### config.mk
export PLATFORM = sky130hd
export DESIGN_NAME = mux_scan_sequencer
export DESIGN_NICKNAME = d
export VERILOG_FILES = /design/src/rtl/mux_scan_pkg.sv /design/src/rtl/mux_scan_next_chan.sv /design/src/rtl/mux_scan_sequencer.sv
export SDC_FILE = /design/constraint.sdc
export NUM_CORES = 1
export LEC_CHECK = 0
export CORE_MARGIN = 4
export CORE_UTILIZATION = 56
export CTS_CLUSTER_DIAMETER = 80
export DETAILED_ROUTE_END_ITERATION = 10
export PLACE_DENSITY = 0.81
export SLEW_MARGIN = 20
export SYNTH_ARGS = -nofsm -noshare
export SYNTH_HDL_FRONTEND = slang
export SYNTH_SLANG_ARGS = --single-unit
### constraint.sdc
create_clock -name clk -period 3.2 [get_ports clk]
set_input_delay 0.64 -clock clk [delete_from_list [all_inputs] [get_ports clk]]
set_output_delay 0.64 -clock clk [all_outputs]
set_load 0.02 [all_outputs]
### src/rtl/mux_scan_pkg.sv
// Shared types and constants for the 4:1 mux scan sequencer.
package mux_scan_pkg;

    localparam int unsigned NUM_CHAN = 4;
    localparam int unsigned SEL_W    = 2;

    typedef enum logic [1:0] {
        IDLE   = 2'd0,
        SETTLE = 2'd1,
        DONE   = 2'd2
    } scan_state_t;

endpackage

### src/rtl/mux_scan_next_chan.sv
// Combinational search for the lowest enabled channel strictly above the current one.
module mux_scan_next_chan
    import mux_scan_pkg::*;
(
    input  logic [NUM_CHAN-1:0] i_mask,
    input  logic [SEL_W-1:0]    i_cur,
    output logic [SEL_W-1:0]    o_next,
    output logic                o_found
);

    always_comb begin
        o_next  = '0;
        o_found = 1'b0;
        // Descending walk so the lowest qualifying channel is the last write.
        for (int i = NUM_CHAN - 1; i >= 0; i--) begin
            if (i > int'(i_cur) && i_mask[i]) begin
                o_next  = SEL_W'(i);
                o_found = 1'b1;
            end
        end
    end

endmodule

### src/rtl/mux_scan_sequencer.sv
// Steps a 4:1 mux select across enabled channels, sampling each after a settle delay.
// Optional samples_par output when MUX_SCAN_PARITY_EN is defined.
module mux_scan_sequencer
    import mux_scan_pkg::*;
#(
    parameter int unsigned SETTLE_CYCLES = 3
)
(
    input  logic                clk,
    input  logic                rst_n,
    input  logic                start,
    input  logic [NUM_CHAN-1:0] chan_mask,
    input  logic                mux_out,
    output logic                sel1,
    output logic                sel0,
    output logic                busy,
    output logic [NUM_CHAN-1:0] samples,
    output logic                samples_valid,
    input  logic                samples_ready
`ifdef MUX_SCAN_PARITY_EN
    ,
    output logic                samples_par
`endif
);

    // Counter holds remaining edges minus one, so zero marks the capture edge.
    localparam logic [3:0] RELOAD = 4'(SETTLE_CYCLES - 1);

    scan_state_t         r_state;
    logic [SEL_W-1:0]    r_sel;
    logic                r_busy;
    logic [NUM_CHAN-1:0] r_samples;
    logic                r_valid;
    logic [3:0]          r_cnt;
    logic [NUM_CHAN-1:0] r_mask;

    logic [SEL_W-1:0]    w_next;
    logic                w_found;
    logic [SEL_W-1:0]    w_above0;
    logic                w_above0_found;
    logic [SEL_W-1:0]    w_first;

    mux_scan_next_chan u_next_chan (
        .i_mask  (r_mask),
        .i_cur   (r_sel),
        .o_next  (w_next),
        .o_found (w_found)
    );

    // Lowest enabled channel of the incoming mask, used when a scan is accepted.
    mux_scan_next_chan u_first_chan (
        .i_mask  (chan_mask),
        .i_cur   ('0),
        .o_next  (w_above0),
        .o_found (w_above0_found)
    );

    assign w_first = chan_mask[0] ? '0 : w_above0;

    always_ff @(posedge clk or negedge rst_n) begin
        if (!rst_n) begin
            r_state   <= IDLE;
            r_sel     <= '0;
            r_busy    <= 1'b0;
            r_samples <= '0;
            r_valid   <= 1'b0;
            r_cnt     <= '0;
            r_mask    <= '0;
        end else begin
            case (r_state)
                IDLE: begin
                    if (start) begin
                        r_samples <= '0;
                        if (chan_mask != '0) begin
                            r_mask  <= chan_mask;
                            r_sel   <= w_first;
                            r_cnt   <= RELOAD;
                            r_busy  <= 1'b1;
                            r_state <= SETTLE;
                        end else begin
                            r_mask  <= '0;
                            r_valid <= 1'b1;
                            r_state <= DONE;
                        end
                    end
                end
                SETTLE: begin
                    if (r_cnt == '0) begin
                        r_samples[r_sel] <= mux_out;
                        if (w_found) begin
                            r_sel <= w_next;
                            r_cnt <= RELOAD;
                        end else begin
                            r_busy  <= 1'b0;
                            r_valid <= 1'b1;
                            r_state <= DONE;
                        end
                    end else begin
                        r_cnt <= r_cnt - 4'd1;
                    end
                end
                DONE: begin
                    if (samples_ready) begin
                        r_valid <= 1'b0;
                        r_sel   <= '0;
                        r_state <= IDLE;
                    end
                end
                default: begin
                    r_state <= IDLE;
                end
            endcase
        end
    end

    assign sel1          = r_sel[1];
    assign sel0          = r_sel[0];
    assign busy          = r_busy;
    assign samples       = r_samples;
    assign samples_valid = r_valid;

`ifdef MUX_SCAN_PARITY_EN
    assign samples_par = ^r_samples;
`endif

endmodule

# Word level (Yosys, flattened, before mapping)
# Index checks and enable logic that the tools add are counted.
dict set report totals {
  register_bits 18
  latch_bits 0
  mem_bits_rw 0
  rom_bits 0
  inputBits 9
  output_inout_bits 8
  word_cells 83
  n_memories 0
}
dict set report op_classes {
  addsub 1
  multipliers 0
  div 0
  magnitude_cmp 5
  n_eq_ne 10
  shifts 0
  muxes 44
  bitwise 0
  reduce_logical 16
}
# operator count
set op_table {}
lappend op_table {{2-bit 2-to-1 mux} 16}
lappend op_table {{4-bit 2-to-1 mux} 7}
lappend op_table {{4-bit case mux with 2 select lines} 2}
lappend op_table {{1-bit 2-to-1 mux} 13}
lappend op_table {{2-bit != test (second input constant)} 6}
lappend op_table {{2-bit case mux with 3 select lines} 2}
lappend op_table {{6-bit AND reduction} 2}
lappend op_table {{4-bit AND reduction} 2}
lappend op_table {{5-bit AND reduction} 1}
lappend op_table {{4-bit bitwise mux} 1}
lappend op_table {{2-bit > comparator (first input constant)} 2}
lappend op_table {{1-bit logical AND} 4}
lappend op_table {{4-bit zero test} 1}
lappend op_table {{4-bit nonzero test} 1}
lappend op_table {{4-bit by 1-bit subtractor with 4-bit output (second input constant)} 1}
lappend op_table {{2-bit by 3-bit < comparator with 1-bit output (second input constant)} 1}
lappend op_table {{3-bit by 2-bit != test with 1-bit output (second input constant)} 1}
lappend op_table {{1-bit case mux with 3 select lines} 1}
lappend op_table {{3-bit AND reduction} 1}
lappend op_table {{3-bit nonzero test} 1}
lappend op_table {{1-bit demux with 2-bit select} 1}
lappend op_table {{2-bit by 1-bit equality test with 1-bit output (second input constant)} 1}
lappend op_table {{2-bit equality test (second input constant)} 1}
lappend op_table {{2-bit by 1-bit >= comparator with 1-bit output (second input constant)} 1}
lappend op_table {{other kinds (6)} 6}

# Logic depth before layout (Yosys ltp)
# Gate-level depths: netlist of run 1.
dict set report depth {
  ltp_word 8
  mapped_depth 7
  ltp_nobuf 7
}

# Modules after synthesis
# From an unflattened synthesis of run 1, not the netlist that was laid out.
dict set report unflattened {
  hier_cells 124
  hier_area_um2 1197.4
}
# module n_inst cells_per_inst area_per_inst_um2 seq_area_each_um2
set by_module_without_submodules {}
lappend by_module_without_submodules {mux_scan_sequencer 1 104 1072.3 450.4}
lappend by_module_without_submodules {mux_scan_next_chan 2 10 62.6 0.0}

# Least setup slack after synthesis of run 1
# Ideal clock, no wire load.
dict set report synth_timing {
  path_type {register -> register}
  from {reg r_cnt[0]}
  to {reg r_state[0]}
  setup_ps 125
  t_arrival_ps 1791
  t_required_ps 3075
  slack_ps 1284
  stages_incl_launch_ff 7
  path_buffers 0
  period_less_slack_ps 1916
  path_cell_list {dfrtp_1 -> inv_1 -> ha_1 -> or3b_4 -> nor3_2 -> o21ba_2 -> mux2_2}
}
dict set report synth_via {
  elab_chain_cells 3
}
# item line
set synth_rtl {}
lappend synth_rtl {{start: declaration} mux_scan_sequencer.sv:34} ;# logic [3:0] r_cnt;
lappend synth_rtl {{start signal: assignment} mux_scan_sequencer.sv:99} ;# r_cnt <= r_cnt - 4'd1;
lappend synth_rtl {{4-bit zero test} mux_scan_sequencer.sv:88} ;# if (r_cnt == '0) begin
lappend synth_rtl {{2-bit != test (no line)} --}
lappend synth_rtl {{4-bit AND reduction (no line)} --}
lappend synth_rtl {{end signal: assignment} mux_scan_sequencer.sv:83} ;# r_state <= DONE;
lappend synth_rtl {{end signal: assignment} mux_scan_sequencer.sv:96} ;# r_state <= DONE;
lappend synth_rtl {{end signal: assignment} mux_scan_sequencer.sv:106} ;# r_state <= IDLE;
lappend synth_rtl {{end: declaration} mux_scan_sequencer.sv:29} ;# scan_state_t r_state;
# Every way passes these cells.
# A chain may end at the register's enable or synchronous reset.

# Worst setup path after layout of run 1
dict set report layout_timing {
  from {reg r_sel[1]}
  to {out sel1}
}
# item line
set layout_rtl {}
lappend layout_rtl {{start: declaration} mux_scan_sequencer.sv:30} ;# logic [SEL_W-1:0] r_sel;
lappend layout_rtl {{start signal: assignment} mux_scan_sequencer.sv:76} ;# r_sel <= w_first;
lappend layout_rtl {{start signal: assignment} mux_scan_sequencer.sv:91} ;# r_sel <= w_next;
lappend layout_rtl {{end: declaration} mux_scan_sequencer.sv:14} ;# output logic sel1,
# No word-level cell between the ends.

==> results of run 1 <==
final timing paths:
path	to	slack [ns]
max in group asynchronous	samples[0]	1.96
min	samples_valid	0.51
max	sel1	1.06
max reg2reg	r_cnt[0]	1.07
min in group asynchronous	r_cnt[3]	0.77
min reg2reg	samples_valid	0.51
Yosys cell counts, drive strengths merged:
cell type,number
a2111oi,1
a21o,2
a21oi,6
a221oi,1
a22o,3
a31oi,1
and2,1
buf,1
clkbuf,1
dfrtp,17
ha,6
inv,11
mux2,5
mux2i,4
nand2,11
nand2b,2
nand3,2
nand4b,1
nor2,9
nor3,4
nor3b,2
nor4,2
o21ai,9
o21ba,1
o22ai,1
o31a,1
o31ai,1
o32a,3
or3b,1
logic make-up after synthesis:
kind of cell    Yosys count  share of synthesized area, %
buf+inv                  13                          5.23
compound gates           30                          22.0
simple gates             35                          17.1
mux                       9                          9.29
fa+ha+maj                 6                          6.97
flops                    17                          39.5
where the power goes:
part           switching, uW  leakage (uW)  total, uW  internal [uW]
registers               90.1      0.000210        389            299
clock network           70.9     0.0000150        119           48.6
logic                    360      0.000336        687            327
total                    521      0.000561       1200            674
registers in the layout (all words and copies together), names as in the netlist:
| register | cells |
|---|---|
| busy | 1 |
| r_cnt | 4 |
| r_mask | 3 |
| r_sel | 2 |
| r_state | 2 |
| samples | 4 |
| samples_valid | 1 |
area by class of cell:
class / instances / area (um^2) / share of cell area [%]
multi-input cells: 80 / 596 / 46.5
flip-flops and latches: 17 / 425 / 33.2
repair buffers: 16 / 160 / 12.5
inverters: 11 / 41.3 / 3.23
well taps: 25 / 31.3 / 2.44
clock buffers: 4 / 26.3 / 2.05
metrics by stage:
stage / cells / area [um^2] / hold slack, ns / worst slack, ns
global route: 153 / 1280 / 0.545 / 0.878
finish: 153 / 1280 / 0.514 / 1.06
global placement: 149 / 1250 / 0.486 / 0.885
floorplan: 110 / 1080 / 0.344 / 1.28
CTS: 153 / 1280 / 0.518 / 1.04
detailed placement: 149 / 1250 / 0.489 / 0.855
per-layer routing:
metal | GRT usage [%] | part of all wire, %
met1 | 22.6 | 44
met2 | 29.7 | 51
met3 | 3.44 | 3.1
met4 | 10.5 | 2.3
met5 | 0 | 0
==> results.ini, run 1 <==
[clock_tree]
clk_pin_slew_ns=0.10
cts-root-buf=clkbuf_4
clock-sinks=17
cts_made_buffers=3
htreeDepth=1
cts_tree=done
cts-hold-fix-buffers=0
max-clock-path-buffers=2
ctsResizeCount=0
post-cts-setup-buffers=0
clk_latency_ns=0.30

[power]
finalPower_uw=1200
p_leak_uw=0.000561
power_density_nw_per_um2=934
vdd_drop_max_uv=634

[worst_setup_path]
worstPathArrival_ns=1.50
worstSetupEndpointType=primary output
critical_path_class=reg2out
crit_chain=clkdlybuf4s50_1
worst-path-buf-inv=1
crit_path_max_fanout=11
reg2reg_from=r_state[1]
r2r_cells=7
cp-start-kind=register
cpPeakStageDelay_ns=0.67
critical_path.top_delay_family=buffers and inverters
startpoint=r_sel[1]
worst-path-stages=1
cp_slowest_cell=clkdlybuf4s50_1
cp.required_ns=2.56

[floorplan]
die_w_um=51.9
fp.dieH_um=51.9
core_um2=1780
die-area_um2=2690
initial_utilization_pct=60.4
io_pins=17
rows=15

[detailed_routing]
vias=848
vias_per_cell=5.54
drt-pass1-iter-count=4
ant_nets=0
wl_per_cell_um=13.5
drc=0
drt_wl_total_mm=2.07
drt_iter0_drc=11

[synth]
netlist_top_cells_area=dfrtp_1, ha_1, mux2_2
avgSynthCellArea_um2=9.79
netlist_instances=110
ys_seq_elements=17
synthDistinctLibCells=35
netlist_area_um2=1080
yosys_warnings=0
synth_area_leader_cell=dfrtp_1
yosysSeqAreaShare_pct=39.5
synth.top_cell.area_share_pct=39.5
syn_nets=125

[sta]
fin_skew_ns=0.00619
worst_pin_slew_ns=0.744
hold_viol=0
setup_tns_ns=0
setup_violations=0
slew_headroom_pct=50.2
slew_viol_final=0
min_period_ns=2.14
clock.fmax_ghz=0.468
rsz0062_at_grt=no
period_share_pct=66.8

[global_routing]
antenna_found_initial=0
grt_pass1_vias=822
grt_overflow=0
grt_max_degree=18
grt_pass1_wl_mm=3.56
grt_use_total_pct=18.4

[layout]
insertedDiodeCount=0
drive_above_1_share_pct=11.7
final_cell_mix=dfrtp_1, clkdlybuf4s50_1, inv_1, nand2_1, nor2_1
mostFrequentLayoutCell=dfrtp_1
fillers=139
area_growth_pct=18.8
final_nets=144
final_util_pct=71.8

[flow_run]
drv_cap=0

[place]
place.gp.congestion=0.836
port_buffers=16
place_hpwl_mm=1.61

[hold_path]
hp-class=reg2reg
hold_start=samples_valid
whs_path_depth=1

[outcome]
status=complete, no violations

Note: power is estimated with default switching activity, not from simulation.
==> inputs of run 2 (changes only) <==
--- a/config.mk
+++ b/config.mk
@@ -6,10 +6,10 @@
 export NUM_CORES = 1
 export LEC_CHECK = 0
 export CORE_MARGIN = 4
-export CORE_UTILIZATION = 56
+export CORE_UTILIZATION = 47
 export CTS_CLUSTER_DIAMETER = 80
 export DETAILED_ROUTE_END_ITERATION = 10
-export PLACE_DENSITY = 0.81
+export PLACE_DENSITY = 0.72
 export SLEW_MARGIN = 20
 export SYNTH_ARGS = -nofsm -noshare
 export SYNTH_HDL_FRONTEND = slang
==> constraint.sdc (replaced) <==
create_clock -name clk -period 1.9 [get_ports clk]
set_input_delay 0.38 -clock clk [delete_from_list [all_inputs] [get_ports clk]]
set_output_delay 0.38 -clock clk [all_outputs]
set_load 0.02 [all_outputs]
==> run 2 against run 1 <==
  * Total power rose by 85%
  * Worst hold slack got worse by 0.11 ns
  * Routed wire length rose by 9.5%
  * Highest routed layer unchanged
==> results.ini, run 2 (synthesis gave the netlist of run 1 again) <==
[sta]
worst_pin_slew_ns=0.449
hold_viol=0
period_share_pct=96.1
setup_tns_ns=0
min_period_ns=1.83
clock.fmax_ghz=0.548
slew_viol_final=0
slew_headroom_pct=70.1
fin_skew_ns=0.00360
setup_violations=0

[floorplan]
core_um2=2190
die_w_um=55.9
die-area_um2=3120
fp.dieH_um=55.9
rows=17
initial_utilization_pct=49.2
io_pins=17

[detailed_routing]
wl_per_cell_um=13.2
drt_iter0_drc=23
vias_per_cell=5.42
ant_nets=0
vias=926
drt_wl_total_mm=2.27
drt-pass1-iter-count=4
drc=0

[layout]
fillers=172
seq_area_um2=427
final_nets=159
final_cell_mix=dfrtp_1, clkdlybuf4s50_1, buf_4
drive_above_1_share_pct=25.2
insertedDiodeCount=0
multi_input_area_um2=631
area_growth_pct=33.3
instances_no_fill=171

[clock_tree]
cts_tree=done
max-clock-path-buffers=2
clk_pin_slew_ns=0.10
clk_latency_ns=0.29
cts-hold-fix-buffers=0
clock-sinks=17
cts-root-buf=clkbuf_4
htreeDepth=1
cts_made_buffers=3

[flow_run]
drv_cap=0

[global_routing]
grt_max_degree=18
grt_overflow=0
grt_pass1_vias=932
antenna_found_initial=0
grt_use_total_pct=16.2
grt_pass1_wl_mm=4.06

[worst_setup_path]
cp.required_ns=2.08
worstPathArrival_ns=2.01
cp-start-kind=register
r2r_cells=6
reg2reg_slack_ns=0.07
crit_path_max_fanout=3
worstSetupEndpointType=register
critical_path_class=reg2reg

[power]
power_density_nw_per_um2=1540
vdd_drop_max_uv=945
p_leak_uw=0.000648

[place]
port_buffers=16
place_hpwl_mm=1.74
place.gp.congestion=0.762
dp_cells=166

[hold_path]
hp-class=in2async

[outcome]
status=complete, no violations

-- run 2: cell types whose count changed in the layout (fill, tap and decap cells not counted), sizes merged --
cell,before,now
buf,0,15
-- run 2: layout make-up --
cell class / count / area share (%)
Tap cell: 28 / 2.44
Multi-Input combinational cell: 80 / 43.9
Timing Repair Buffer: 31 / 19.3
Clock buffer: 4 / 1.83
Sequential cell: 17 / 29.7
Inverter: 11 / 2.87
-- run 2: final timing paths --
path | start | end
min in group clk | busy | busy
setup / recovery | r_cnt[0] | r_state[0]
max in group asynchronous | rst_n | r_sel[0]
hold / removal | rst_n | r_mask[3]
setup reg to reg | r_cnt[0] | r_state[0]
hold reg to reg | busy | busy
-- run 2: routing by layer --
layer / share of wire, % / vias to the layer above / track usage, %
li1: - / 462 / -
met1: 47 / 431 / 21.0
met2: 45 / 31 / 26.0
met3: 7.2 / 2 / 5.57
met4: 0.75 / 0 / 4.07
met5: 0 / - / 0
-- run 2: power by group --
group	total [uW]	switching, uW	internal, uW	leakage, uW
Clock	193	111	81.8	0.0000150
Sequential	653	147	506	0.000208
Combinational	1370	676	693	0.000424
-- run 2: per-stage QoR --
stage / instance area (um^2) / util, % / power [uW] / setup WS (ns) / hold slack [ns]
floorplan: 1080 / - / 1540 / 0.0268 / 0.0844
global placement: 1370 / 62.5 / 1940 / -0.152 / 0.493
detailed placement: 1370 / 62.5 / 1970 / -0.176 / 0.492
CTS: 1400 / 63.9 / 2170 / 0.0308 / 0.418
global route: 1440 / 65.6 / 2400 / -0.0101 / 0.426
finish: 1440 / 65.6 / 2220 / 0.0746 / 0.402
-- run 2: repair_timing --
action,CTS,global route
endpoints found under the setup margin,1,5
pin swaps,0,2
setup buffers,0,1
resized for setup,1,8
-- run 2: critical path, cell delays in order (launching register included) --
cell and delay [ns]:
dfrtp_1 0.40, inv_2 0.09, ha_4 0.13, or3b_4 0.40
nor3_4 0.21, o21ba_4 0.18, mux2_2 0.32
